`src/rtl/cpu_mem_pkg.sv`:
```
// Shared types and default sizes for the CPU memory-port arbiter.
// The arbiter states and the owner encoding are defined here.
package cpu_mem_pkg;

    localparam int ADDR_W_DEF  = 32;
    localparam int DATA_W_DEF  = 32;
    localparam int TIMEOUT_DEF = 255;

    typedef enum logic [1:0] {
        IDLE   = 2'd0,
        I_WAIT = 2'd1,
        D_WAIT = 2'd2,
        RESP   = 2'd3
    } arb_state_e;

    typedef enum logic {
        OWNER_I = 1'b0,
        OWNER_D = 1'b1
    } owner_e;

endpackage

```
`src/rtl/mem_watchdog.sv`:
```
// Wait-cycle counter for the memory handshake.
// Asserts expired in the TIMEOUT-th enabled cycle that follows a clear.
module mem_watchdog #(
    parameter int TIMEOUT = 255
) (
    input  logic clk,
    input  logic reset,
    input  logic clear_i,
    input  logic enable_i,
    output logic expired_o
);

    localparam int CW = $clog2(TIMEOUT + 1);

    logic [CW-1:0] count_q, count_d;

    always_comb begin
        count_d = count_q;
        if (clear_i) begin
            count_d = '0;
        end else if (enable_i) begin
            count_d = count_q + CW'(1);
        end
    end

    // NOTE: clocked state uses non-blocking assignments so every flop samples pre-edge values.
    always_ff @(posedge clk) begin
        if (reset) begin
            count_q <= '0;
        end else begin
            count_q <= count_d;
        end
    end

    // The current cycle is the TIMEOUT-th wait cycle when TIMEOUT-1 cycles have already been counted.
    assign expired_o = enable_i && (count_q == CW'(TIMEOUT - 1));

endmodule

```
`src/rtl/mem_port_arbiter.sv`:
```
// Arbitrates the fetch and data ports onto one variable-latency memory.
// Data requests take priority over fetch requests. A watchdog forces completion when the memory does not acknowledge.
module mem_port_arbiter
    import cpu_mem_pkg::*;
#(
    parameter int ADDR_W  = ADDR_W_DEF,
    parameter int DATA_W  = DATA_W_DEF,
    parameter int TIMEOUT = TIMEOUT_DEF
) (
    input  logic              clk,
    input  logic              reset,
    input  logic              i_req,
    input  logic [ADDR_W-1:0] i_addr,
    output logic [DATA_W-1:0] i_rdata,
    output logic              i_ready,
    input  logic              d_req,
    input  logic              d_we,
    input  logic [ADDR_W-1:0] d_addr,
    input  logic [DATA_W-1:0] d_wdata,
    output logic [DATA_W-1:0] d_rdata,
    output logic              d_ready,
    output logic              m_req,
    output logic              m_we,
    output logic [ADDR_W-1:0] m_addr,
    output logic [DATA_W-1:0] m_wdata,
    input  logic [DATA_W-1:0] m_rdata,
    input  logic              m_ack,
    output logic              stall_if,
    output logic              stall_mem,
    output logic              err,
    output logic              busy
);

    arb_state_e        state_q, state_d;
    owner_e            owner_q, owner_d;
    logic [ADDR_W-1:0] m_addr_q, m_addr_d;
    logic              m_we_q, m_we_d;
    logic [DATA_W-1:0] m_wdata_q, m_wdata_d;
    logic [DATA_W-1:0] i_rdata_q, i_rdata_d;
    logic [DATA_W-1:0] d_rdata_q, d_rdata_d;
    logic              err_q, err_d;
    logic              in_wait;
    logic              expired;
    logic [DATA_W-1:0] resp_data;

    assign in_wait = (state_q == I_WAIT) || (state_q == D_WAIT);

    mem_watchdog #(.TIMEOUT(TIMEOUT)) u_watchdog (
        .clk       (clk),
        .reset     (reset),
        .clear_i   (!in_wait),
        .enable_i  (in_wait),
        .expired_o (expired)
    );

    // NOTE: every always_comb output gets a default first so no path can infer a latch.
    always_comb begin
        state_d   = state_q;
        owner_d   = owner_q;
        m_addr_d  = m_addr_q;
        m_we_d    = m_we_q;
        m_wdata_d = m_wdata_q;
        i_rdata_d = i_rdata_q;
        d_rdata_d = d_rdata_q;
        err_d     = err_q;
        resp_data = '0;

        unique case (state_q)
            IDLE: begin
                if (d_req) begin
                    m_addr_d  = d_addr;
                    m_we_d    = d_we;
                    m_wdata_d = d_wdata;
                    owner_d   = OWNER_D;
                    state_d   = D_WAIT;
                end else if (i_req) begin
                    m_addr_d = i_addr;
                    m_we_d   = 1'b0;
                    owner_d  = OWNER_I;
                    state_d  = I_WAIT;
                end
            end
            I_WAIT, D_WAIT: begin
                // An acknowledge in the expiry cycle still counts as a normal completion.
                if (m_ack || expired) begin
                    resp_data = (m_ack && !m_we_q) ? m_rdata : '0;
                    err_d     = !m_ack;
                    state_d   = RESP;
                    if (state_q == I_WAIT) begin
                        i_rdata_d = resp_data;
                    end else begin
                        d_rdata_d = resp_data;
                    end
                end
            end
            RESP: begin
                state_d = IDLE;
            end
            default: state_d = IDLE;
        endcase
    end

    always_ff @(posedge clk) begin
        if (reset) begin
            state_q   <= IDLE;
            owner_q   <= OWNER_I;
            m_addr_q  <= '0;
            m_we_q    <= 1'b0;
            m_wdata_q <= '0;
            i_rdata_q <= '0;
            d_rdata_q <= '0;
            err_q     <= 1'b0;
        end else begin
            state_q   <= state_d;
            owner_q   <= owner_d;
            m_addr_q  <= m_addr_d;
            m_we_q    <= m_we_d;
            m_wdata_q <= m_wdata_d;
            i_rdata_q <= i_rdata_d;
            d_rdata_q <= d_rdata_d;
            err_q     <= err_d;
        end
    end

    assign m_req     = in_wait;
    assign m_we      = m_we_q;
    assign m_addr    = m_addr_q;
    assign m_wdata   = m_wdata_q;
    assign i_rdata   = i_rdata_q;
    assign d_rdata   = d_rdata_q;
    assign i_ready   = (state_q == RESP) && (owner_q == OWNER_I);
    assign d_ready   = (state_q == RESP) && (owner_q == OWNER_D);
    assign err       = (state_q == RESP) && err_q;
    assign busy      = (state_q != IDLE);
    assign stall_if  = i_req & ~i_ready;
    assign stall_mem = d_req & ~d_ready;

endmodule

```
`config.mk`:
```
export PLATFORM = sky130hd
export DESIGN_NAME = mem_port_arbiter
export DESIGN_NICKNAME = d
export VERILOG_FILES = /design/src/rtl/cpu_mem_pkg.sv /design/src/rtl/mem_watchdog.sv /design/src/rtl/mem_port_arbiter.sv
export SDC_FILE = /design/constraint.sdc
export NUM_CORES = 1
export LEC_CHECK = 0
export ABC_AREA = 1
export BUFFER_PORTS_ARGS = -buffer_cell sky130_fd_sc_hd__buf_2
export CAP_MARGIN = 20
export CORE_ASPECT_RATIO = 0.75
export CORE_MARGIN = 2
export CORE_UTILIZATION = 43
export DETAILED_ROUTE_END_ITERATION = 8
export PLACE_DENSITY = 0.77
export SYNTH_ARGS = -nofsm -noshare
export SYNTH_HDL_FRONTEND = slang
export SYNTH_SLANG_ARGS = --single-unit
```
`constraint.sdc`:
```
create_clock -name clk -period 1.9 [get_ports clk]
set_clock_uncertainty 0.2 [all_clocks]
set_input_delay 0 -clock clk [delete_from_list [all_inputs] [get_ports clk]]
set_output_delay 0 -clock clk [all_outputs]
set_load 0.05 [all_outputs]
```
[Word level (Yosys, flattened, before mapping)]
Cells that the tools add are included.
Word-level totals
  RAM bits: 0
  register bits: 141
  input port bits: 134
  memories kept: 0
  bits in latches: 0
  word-level logic and storage cells: 53
  ROM bits: 0
Operators by class
  shift operators: 0
  reduce and logical (&&, ||, !) cells: 20
  mux-type cells: 10
  div/mod/pow operators: 0
  $lt $le $gt $ge: 0
  add/subtract/negate cells: 1
  bitwise logic cells: 7
  eq/ne operators: 6
  multipliers: 0
Operators by type and width (count)
  $mux W32: 3
  $add A8 B1 Y8 const B: 1
  $eq A8 B8 Y1 const B: 1
  $reduce_and A2 Y1: 4
  $mux W2: 3
  $pmux W2 S3: 1
  $reduce_and A3 Y1: 2
  $logic_and A1 B1 Y1: 5
  $not A1 Y1: 5
  $eq A2 B2 Y1 const B: 2
  $reduce_bool A2 Y1: 2
  $reduce_or A2 Y1: 2
  $mux W1: 3
  $ne A3 B3 Y1 const B: 1
  $and A1 B1 Y1: 2
  $eq A2 B1 Y1 const B: 1
  $logic_not A1 Y1: 2
  $logic_not A2 Y1: 1
  $logic_or A1 B1 Y1: 2
  $ne A2 B2 Y1 const B: 1

[Depth between registers and ports, before layout]
Gate-level depths: netlist of the first run.
  depth in word-level cells: 6
  mapped depth: 13
  gate-level depth less buffers: 10

[Cells and area by module]
Synthesis of the first run repeated with hierarchy kept, for this count alone.
Unflattened totals
  cell total of the unflattened synthesis: 963
  area total of the unflattened synthesis: 6189.7 sq um
By module, submodules not included
  mem_port_arbiter: cells each 909, times used 1, area each 5800.6 sq um
  mem_watchdog: cells each 54, times used 1, area each 389.1 sq um

[Least setup slack after synthesis of the first run]
Ideal clock, no wire load.
  path type: register to register
  from: register state_q[0]
  to: register i_rdata_q[12], in the netlist i_rdata[12]
  clock period less this slack: 2.325 ns
  cell stages (with the launch flop): 13
  setup slack: -0.425 ns
  setup time: 0.113 ns
  buffers on the path: 3
  arrival time: 2.013 ns
  path through: dfxtp_1 inv_1 ha_1 buf_4 nand2_1 nor2_1 nand2_1 nand2_1 buf_4 nand3_4 buf_2 nor2_1 nor2_1
Between the ends
  word-level cells in the longest chain between the ends: 5
  elaborated cells on any way between the ends: 7
  those cells by class: eq/ne (2); reduce/logical (5)
RTL lines
  from (decl): line mem_port_arbiter.sv:34  | arb_state_e state_q, state_d;
  from (signal assigned): line mem_port_arbiter.sv:114  | state_q <= state_d;
  $eq A2 B1 Y1 or $eq A2 B2 Y1 (tied branches): line mem_port_arbiter.sv:46  | assign in_wait = (state_q == I_WAIT) || (state_q == D_WAIT);
  $logic_or A1 B1 Y1 *: line mem_port_arbiter.sv:46
  net m_req: line mem_port_arbiter.sv:22  | output logic m_req,
  $logic_and A1 B1 Y1 *: line mem_watchdog.sv:36  | assign expired_o = enable_i && (count_q == CW'(TIMEOUT - 1));
  $logic_or A1 B1 Y1 *: line mem_port_arbiter.sv:85  | if (m_ack || expired) begin
  $reduce_and A3 Y1 (no line) *
  to (signal assigned): line mem_port_arbiter.sv:119  | i_rdata_q <= i_rdata_d;
  to (decl): line mem_port_arbiter.sv:39  | logic [DATA_W-1:0] i_rdata_q, i_rdata_d;
The timed path passes the listed nets; every way through them passes the cells marked *.
A chain may end at the register's enable or synchronous reset.

[Worst setup path in the final report of the first run]
  from: register state_q[1]
  to: register m_addr_q[18], in the netlist m_addr[18]
Between the ends
  word-level cells in the longest chain between the ends: 2
RTL lines
  $logic_not A2 Y1: line mem_port_arbiter.sv:68  | unique case (state_q)
  $reduce_and A2 Y1 (no line)
  to (signal assigned): line mem_port_arbiter.sv:116  | m_addr_q <= m_addr_d;
  to (decl): line mem_port_arbiter.sv:36  | logic [ADDR_W-1:0] m_addr_q, m_addr_d;
No other way between the ends.

==> flow_metrics.py, run 1 <==
metrics = {
    "finish": {
        "area_growth_syn_to_layout_pct": 61.11,
        "most_frequent_standard_cell_in_the_layout_excluding_fill_and_tap_cells": "sky130_fd_sc_hd__buf_2",
        "n_antenna_cell": 0,
        "layoutNonFillerInstCount": 1489,
        "layout.cells.most_common_list": "sky130_fd_sc_hd__buf_2 (268), sky130_fd_sc_hd__nand2_1 (237), sky130_fd_sc_hd__nor2_1 (183)",
        "n_fill_cell": 1038,
        "drive_gt1_share_pct": 25.57,
        "design.final.nets": 1440,
    },
    "global_route": {
        "globalRouteTotalUtil_pct": 27.08,
        "grt_pass1_vias": 6754,
        "grt_util_met3_pct": 7.414,
        "global_route.peak_usage_layer": "met2",
        "globalRoute.totalOverflow": 0,
        "grt_max_degree": 71,
        "grt_antenna_before_repair": 0,
        "groute.layer.met1.usage_pct": 32.10,
        "grt_first_pass_wirelength_um": 32660,
        "gr-usage-met2_pct": 44.11,
    },
    "drt": {
        "antenna_violating_nets_post_route": 0,
        "wire_per_inst_um": 14.13,
        "num_vias": 7137,
        "first_iter_violations": 408,
        "avgViaCountPerCell": 4.793,
        "route.final.wire_length_um": 21050,
        "drtPass1Iterations": 8,
        "remaining_drc_errors": 0,
    },
    "setup_path": {
        "startpoint_kind_of_the_worst_setup_timing_path": "flop",
        "reg2reg_from": "state_q[1]",
        "arrival_ns": 1.92,
        "worstPathCellList": "inv_2, ha_4, o21ai_1, clkinv_1, buf_12, o21ai_0, a31oi_1",
        "worst-setup-path-type": "reg -> reg",
        "cpMaxStageDelayCell": "sky130_fd_sc_hd__dfxtp_2",
        "worst-endpoint-required_ns": 1.99,
        "crit_path_end_kind": "flop",
        "worst-path-max-fanout": 64,
        "crit_path_max_incr_delay_ns": 0.34,
        "crit_start": "state_q[1]",
    },
    "clocking": {
        "clock_latency_reported_for_the_late_side_of_the_worst_skew_pair_ns": 0.41,
        "ctsLongestPathBuffers": 2,
        "htree_levels": 4,
        "tritoncts_clock_tree": "done",
        "cts_sinks": 141,
        "clkTransAtPathRegs_ns": 0.07,
        "tritoncts.num_buffers": 17,
        "root_buffer": "sky130_fd_sc_hd__clkbuf_16",
        "post-cts-setup-buffer-count": 0,
    },
    "power": {
        "power.share.combinational_pct": 48.0,
        "clockPowerShare_pct": 23.7,
        "power.static_leakage_nw": 5.185,
        "power.switching_mw": 7.012,
        "switching_share_pct": 47.25,
        "power-per-cell-area_nw_per_um2": 1520,
        "fraction_of_power_consumed_by_sequential_logic_pct": 28.2,
        "power_report.internal_total_mw": 7.827,
        "irDropWorstVdd_mv": 0.7663,
    },
    "yosys": {
        "synth_fp_nets": 1044,
        "netlist-cell-type-count": 21,
        "yosysSeqAreaShare_pct": 46.59,
        "synthArstFlopShare_pct": 0,
        "syn_area_per_cell_um2": 6.694,
        "postSynthCellCount": 905,
        "count_of_flip_flops_with_a_built_in_enable_after_synthesis": 0,
        "ys_seq_elements": 141,
        "synthFlopType": "sky130_fd_sc_hd__dfxtp_1",
        "post_synth_instance_area_um2": 6058,
        "yosysWarningCount": 0,
    },
    "placed_design": {
        "detailedPlacementHpwl_um": 11880,
        "place.gp.congestion": 0.8368,
        "place.port_buffers": 269,
        "dp_cells": 1311,
        "pre_cts_slack_ns": 0.03166,
    },
    "min_path": {
        "worstHoldPathType": "in -> reg",
        "hold_path.startpoint": "d_wdata[23]",
    },
    "sta": {
        "final-max-slew-violation-count": 0,
        "layout_setup_ws_ns": 0.06280,
        "timing_worst_slew_pin_value_ns": 0.3823,
        "rsz0062_at_grt": "true",
        "timing.max_slew.rel_slack_pct": 74.35,
        "finalCritPeriodShare_pct": 96.69,
        "timing.final.setup_violations": 0,
        "maxClockFrequency_ghz": 0.5443,
        "period_minus_slack_ns": 1.837,
        "hold_violations": 0,
    },
    "floorplan": {
        "die_area_um2": 15060,
        "site_row_count": 37,
        "design.portCount": 270,
        "die_height_um": 106.8,
        "width_of_the_chip_um": 141.1,
        "initial_core_util_pct": 44.06,
        "floorplan.core_area_um2": 13750,
    },
    "job": {
        "maxcap_viol_count": 0,
    },
    "run_status": {
        "status": "finished, final reports clean",
    },
}
==> cell usage after synthesis (8+ instances only) <==
master	number	share of area [%]
sky130_fd_sc_hd__clkbuf_1	36	2.2
sky130_fd_sc_hd__a21oi_1	8	0.66
sky130_fd_sc_hd__dfxtp_1	141	47
sky130_fd_sc_hd__nand2_1	241	15
sky130_fd_sc_hd__nand4_1	26	2.7
sky130_fd_sc_hd__o21ai_0	69	5.7
sky130_fd_sc_hd__buf_2	9	0.74
sky130_fd_sc_hd__a31oi_1	33	3.4
sky130_fd_sc_hd__inv_1	126	7.8
sky130_fd_sc_hd__nor2_1	187	12
==> repair_timing <==
item / in CTS / in global routing
setup endpoints to repair: 1 / 33
endpoints found under the hold margin: 141 / 0
cloned: 0 / 2
resized for setup: 1 / 10
pin swaps: 0 / 1
hold buffers: 144 / 0
==> sequential cells by signal, indices dropped and copies added (netlist names) <==
name                flops
m_wdata                32
err_q                   1
state_q                 2
owner_q                 1
d_rdata                32
m_addr                 32
m_we                    1
i_rdata                32
u_watchdog.count_q      8
==> layer usage <==
layer	vias up	routed length (µm)
met4	0	943
met3	68	1577
met5	-	0
li1	3564	-
met1	3179	8823
met2	326	9704
==> cell type report <==
| type | instances | area [µm²] | area share (%) |
|---|---|---|---|
| multi-input combinational | 579 | 2542 | 26.05 |
| sequential | 141 | 2825 | 28.95 |
| inverter | 129 | 485.5 | 4.974 |
| tap | 175 | 219.0 | 2.243 |
| clock buffer | 19 | 442.9 | 4.538 |
| clock inverter | 13 | 178.9 | 1.833 |
| timing repair buffer | 433 | 3067 | 31.42 |
==> through the flow <==
stage | hold slack [ns] | instance area [µm²] | TNS (ns) | util (%) | total power [mW]
detailed placement | 0.03169 | 7611 | 0 | 55.36 | 10.84
global placement | 0.03085 | 7611 | 0 | 55.36 | 10.76
finish | 0.1665 | 9761 | 0 | 70.99 | 14.84
CTS | 0.1536 | 9677 | 0 | 70.38 | 14.61
floorplan | -0.1309 | 6088 | -2.323 | - | 9.290
global route | 0.1617 | 9761 | -0.02698 | 70.99 | 15.61
==> power groups by stage <==
stage | combinational, mW | sequential (mW) | clock [mW]
floorplan | 2.53 | 6.76 | 0
global placement | 6.58 | 4.18 | 0
detailed placement | 6.64 | 4.20 | 0
CTS | 6.89 | 4.16 | 3.56
global route | 7.65 | 4.27 | 3.69
finish | 7.13 | 4.19 | 3.52
==> worst max-delay path: cells and delay by family, from the launching register on <==
family | cells | cell delay [ns]
buf+inv | 3 | 0.44
fa+ha+maj | 1 | 0.17
compound gates | 3 | 0.54
flops | 1 | 0.34
==> logic make-up after synthesis <==
kind of cell    count (synthesis)  synth area share (%)
flops                         141                 46.59
simple gates                  462                 30.11
xor+xnor                        1                0.1446
compound gates                111                 9.851
fa+ha+maj                       5                 1.033
buf+inv                       185                 12.27
==> worst paths after layout <==
path,end,depth (start not counted),slack (ns)
worst max-delay path,m_addr[18],7,0.06
worst min-delay path,m_wdata[23],4,0.17
worst max register to register,m_addr[18],7,0.06
worst min register to register,u_watchdog.count_q[4],2,0.24
No activity file was read; power rests on OpenSTA's default activity.
==> run 2: changes to the inputs <==
--- a/config.mk
+++ b/config.mk
@@ -12,6 +12,7 @@
 export CORE_MARGIN = 2
 export CORE_UTILIZATION = 43
 export DETAILED_ROUTE_END_ITERATION = 8
+export MAX_ROUTING_LAYER = met4
 export PLACE_DENSITY = 0.77
 export SYNTH_ARGS = -nofsm -noshare
 export SYNTH_HDL_FRONTEND = slang
==> constraint.sdc (replaced) <==
create_clock -name clk -period 1.9 [get_ports clk]
set_clock_uncertainty 0.2 [all_clocks]
set_input_delay 0.095 -clock clk [delete_from_list [all_inputs] [get_ports clk]]
set_output_delay 0.095 -clock clk [all_outputs]
set_load 0.05 [all_outputs]
==> flow_metrics.py, run 2 (synthesis results as in run 1) <==
metrics = {
    "sta": {
        "timing.final.setup_violations": 0,
        "finalHoldWorstSlack_ns": 0.2428,
        "hold_violations": 0,
        "maxClockFrequency_ghz": 0.5295,
        "rsz0062_at_grt": "true",
        "tns_ns": 0,
        "layout_setup_ws_ns": 0.01132,
        "timing_worst_slew_pin_value_ns": 0.3423,
        "final-max-slew-violation-count": 0,
        "period_minus_slack_ns": 1.889,
        "finalCritPeriodShare_pct": 99.40,
        "timing.max_slew.rel_slack_pct": 77.18,
    },
    "setup_path": {
        "worst-path-max-fanout": 34,
        "crit_path_max_incr_delay_ns": 0.35,
        "ff2ff_setup_slack_ns": 0.05,
        "reg2reg_depth": 11,
        "arrival_ns": 1.59,
        "worstPathCellList": "inv_2, ha_4, buf_6, buf_4",
        "worst-setup-path-type": "reg -> out",
        "worst-endpoint-required_ns": 1.60,
        "startpoint_kind_of_the_worst_setup_timing_path": "flop",
        "crit_path_end_kind": "output pin",
        "cpMaxStageDelayCell": "sky130_fd_sc_hd__dfxtp_2",
    },
    "global_route": {
        "globalRoute.totalOverflow": 0,
        "grt_pass1_vias": 6995,
        "grt_antenna_before_repair": 0,
        "globalRouteTotalUtil_pct": 28.21,
        "grt_max_degree": 68,
        "grt_first_pass_wirelength_um": 33220,
    },
    "floorplan": {
        "site_row_count": 37,
        "die_area_um2": 15060,
        "floorplan.core_area_um2": 13750,
        "width_of_the_chip_um": 141.1,
        "initial_core_util_pct": 44.06,
        "design.portCount": 270,
        "die_height_um": 106.8,
    },
    "finish": {
        "n_antenna_cell": 0,
        "area_growth_syn_to_layout_pct": 62.45,
        "storage_cell_area_um2": 2825,
        "layout.cells.most_common_list": "sky130_fd_sc_hd__buf_2 (266), sky130_fd_sc_hd__nand2_1 (223), sky130_fd_sc_hd__nor2_1 (182)",
        "utilization_pct": 71.58,
        "design.final.nets": 1439,
        "multi_input_area_um2": 2605,
        "drive_gt1_share_pct": 27.11,
        "layoutNonFillerInstCount": 1488,
        "design_area_um2": 9842,
        "n_fill_cell": 1017,
        "most_frequent_standard_cell_in_the_layout_excluding_fill_and_tap_cells": "sky130_fd_sc_hd__buf_2",
    },
    "power": {
        "fraction_of_power_consumed_by_sequential_logic_pct": 27.8,
        "switching_share_pct": 47.17,
        "irDropWorstVdd_mv": 0.8931,
        "totalPowerFinal_mw": 15.05,
        "power.static_leakage_nw": 5.213,
        "power.switching_mw": 7.101,
        "power-per-cell-area_nw_per_um2": 1530,
        "power.share.combinational_pct": 48.8,
        "power_report.internal_total_mw": 7.953,
        "clockPowerShare_pct": 23.4,
    },
    "drt": {
        "first_iter_violations": 415,
        "avgViaCountPerCell": 4.880,
        "wire_per_inst_um": 14.42,
        "route.final.wire_length_um": 21450,
        "remaining_drc_errors": 0,
        "num_vias": 7261,
        "antenna_violating_nets_post_route": 0,
        "drtPass1Iterations": 8,
    },
    "clocking": {
        "tritoncts_clock_tree": "done",
        "tritoncts.num_buffers": 17,
        "ctsLongestPathBuffers": 2,
        "clkTransAtPathRegs_ns": 0.06,
        "root_buffer": "sky130_fd_sc_hd__clkbuf_16",
        "htree_levels": 4,
        "clock_latency_reported_for_the_late_side_of_the_worst_skew_pair_ns": 0.40,
        "cts_sinks": 141,
    },
    "run_status": {
        "status": "finished, final reports clean",
    },
    "placed_design": {
        "pre_cts_slack_ns": -0.006662,
        "place.port_buffers": 269,
        "place.gp.congestion": 0.8531,
        "detailedPlacementHpwl_um": 11900,
        "dp_cells": 1311,
        "placedInstanceArea_um2": 7614,
    },
    "job": {
        "maxcap_viol_count": 0,
    },
    "min_path": {
        "worstHoldPathType": "reg -> reg",
        "min_path_cells": 2,
    },
}
[run 2: per-layer routing]
metal / vias up / track usage (%) / part of all wire, %
met3: 62 / 7.325 / 7.3
li1: 3561 / - / -
met1: 3286 / 32.18 / 42
met5: - / - / 0
met4: 0 / 13.71 / 3.4
met2: 352 / 46.57 / 47
[run 2: worst max-delay path: cells and delay by family, from the launching register on]
family / cells / cell delay, ns
buffers and inverters: 3 / 0.57
DFF: 1 / 0.35
adders and majority gates: 1 / 0.26
[run 2: area by class of cell]
cell class	count	area share, %
Tap cell	175	2.225
Clock inverter	13	1.805
Multi-Input combinational cell	579	26.47
Timing Repair Buffer	432	31.36
Sequential cell	141	28.71
Clock buffer	19	4.500
Inverter	129	4.933
[run 2: timing repair]
| item | CTS | global route |
|---|---|---|
| hold buffers | 138 | 0 |
| pin swaps | 0 | 7 |
| setup endpoints to repair | 15 | 65 |
| hold endpoints to repair | 138 | 0 |
| cloned | 0 | 4 |
| setup buffers | 0 | 3 |
| resized for setup | 7 | 29 |
[run 2: worst paths after layout]
path,end,startpoint
worst max-delay path,m_req,state_q[1]
worst min-delay path,u_watchdog.count_q[4],u_watchdog.count_q[4]
worst max register to register,d_rdata[30],state_q[1]
worst min register to register,u_watchdog.count_q[4],u_watchdog.count_q[4]
[run 2: power by group through the flow]
stage / clock network (mW) / registers (mW) / logic [mW]
after detailed placement: 0 / 4.20 / 6.61
after global placement: 0 / 4.19 / 6.56
after floorplan: 0 / 6.76 / 2.54
after global routing: 3.71 / 4.26 / 7.90
after CTS: 3.56 / 4.16 / 6.88
final: 3.52 / 4.18 / 7.35
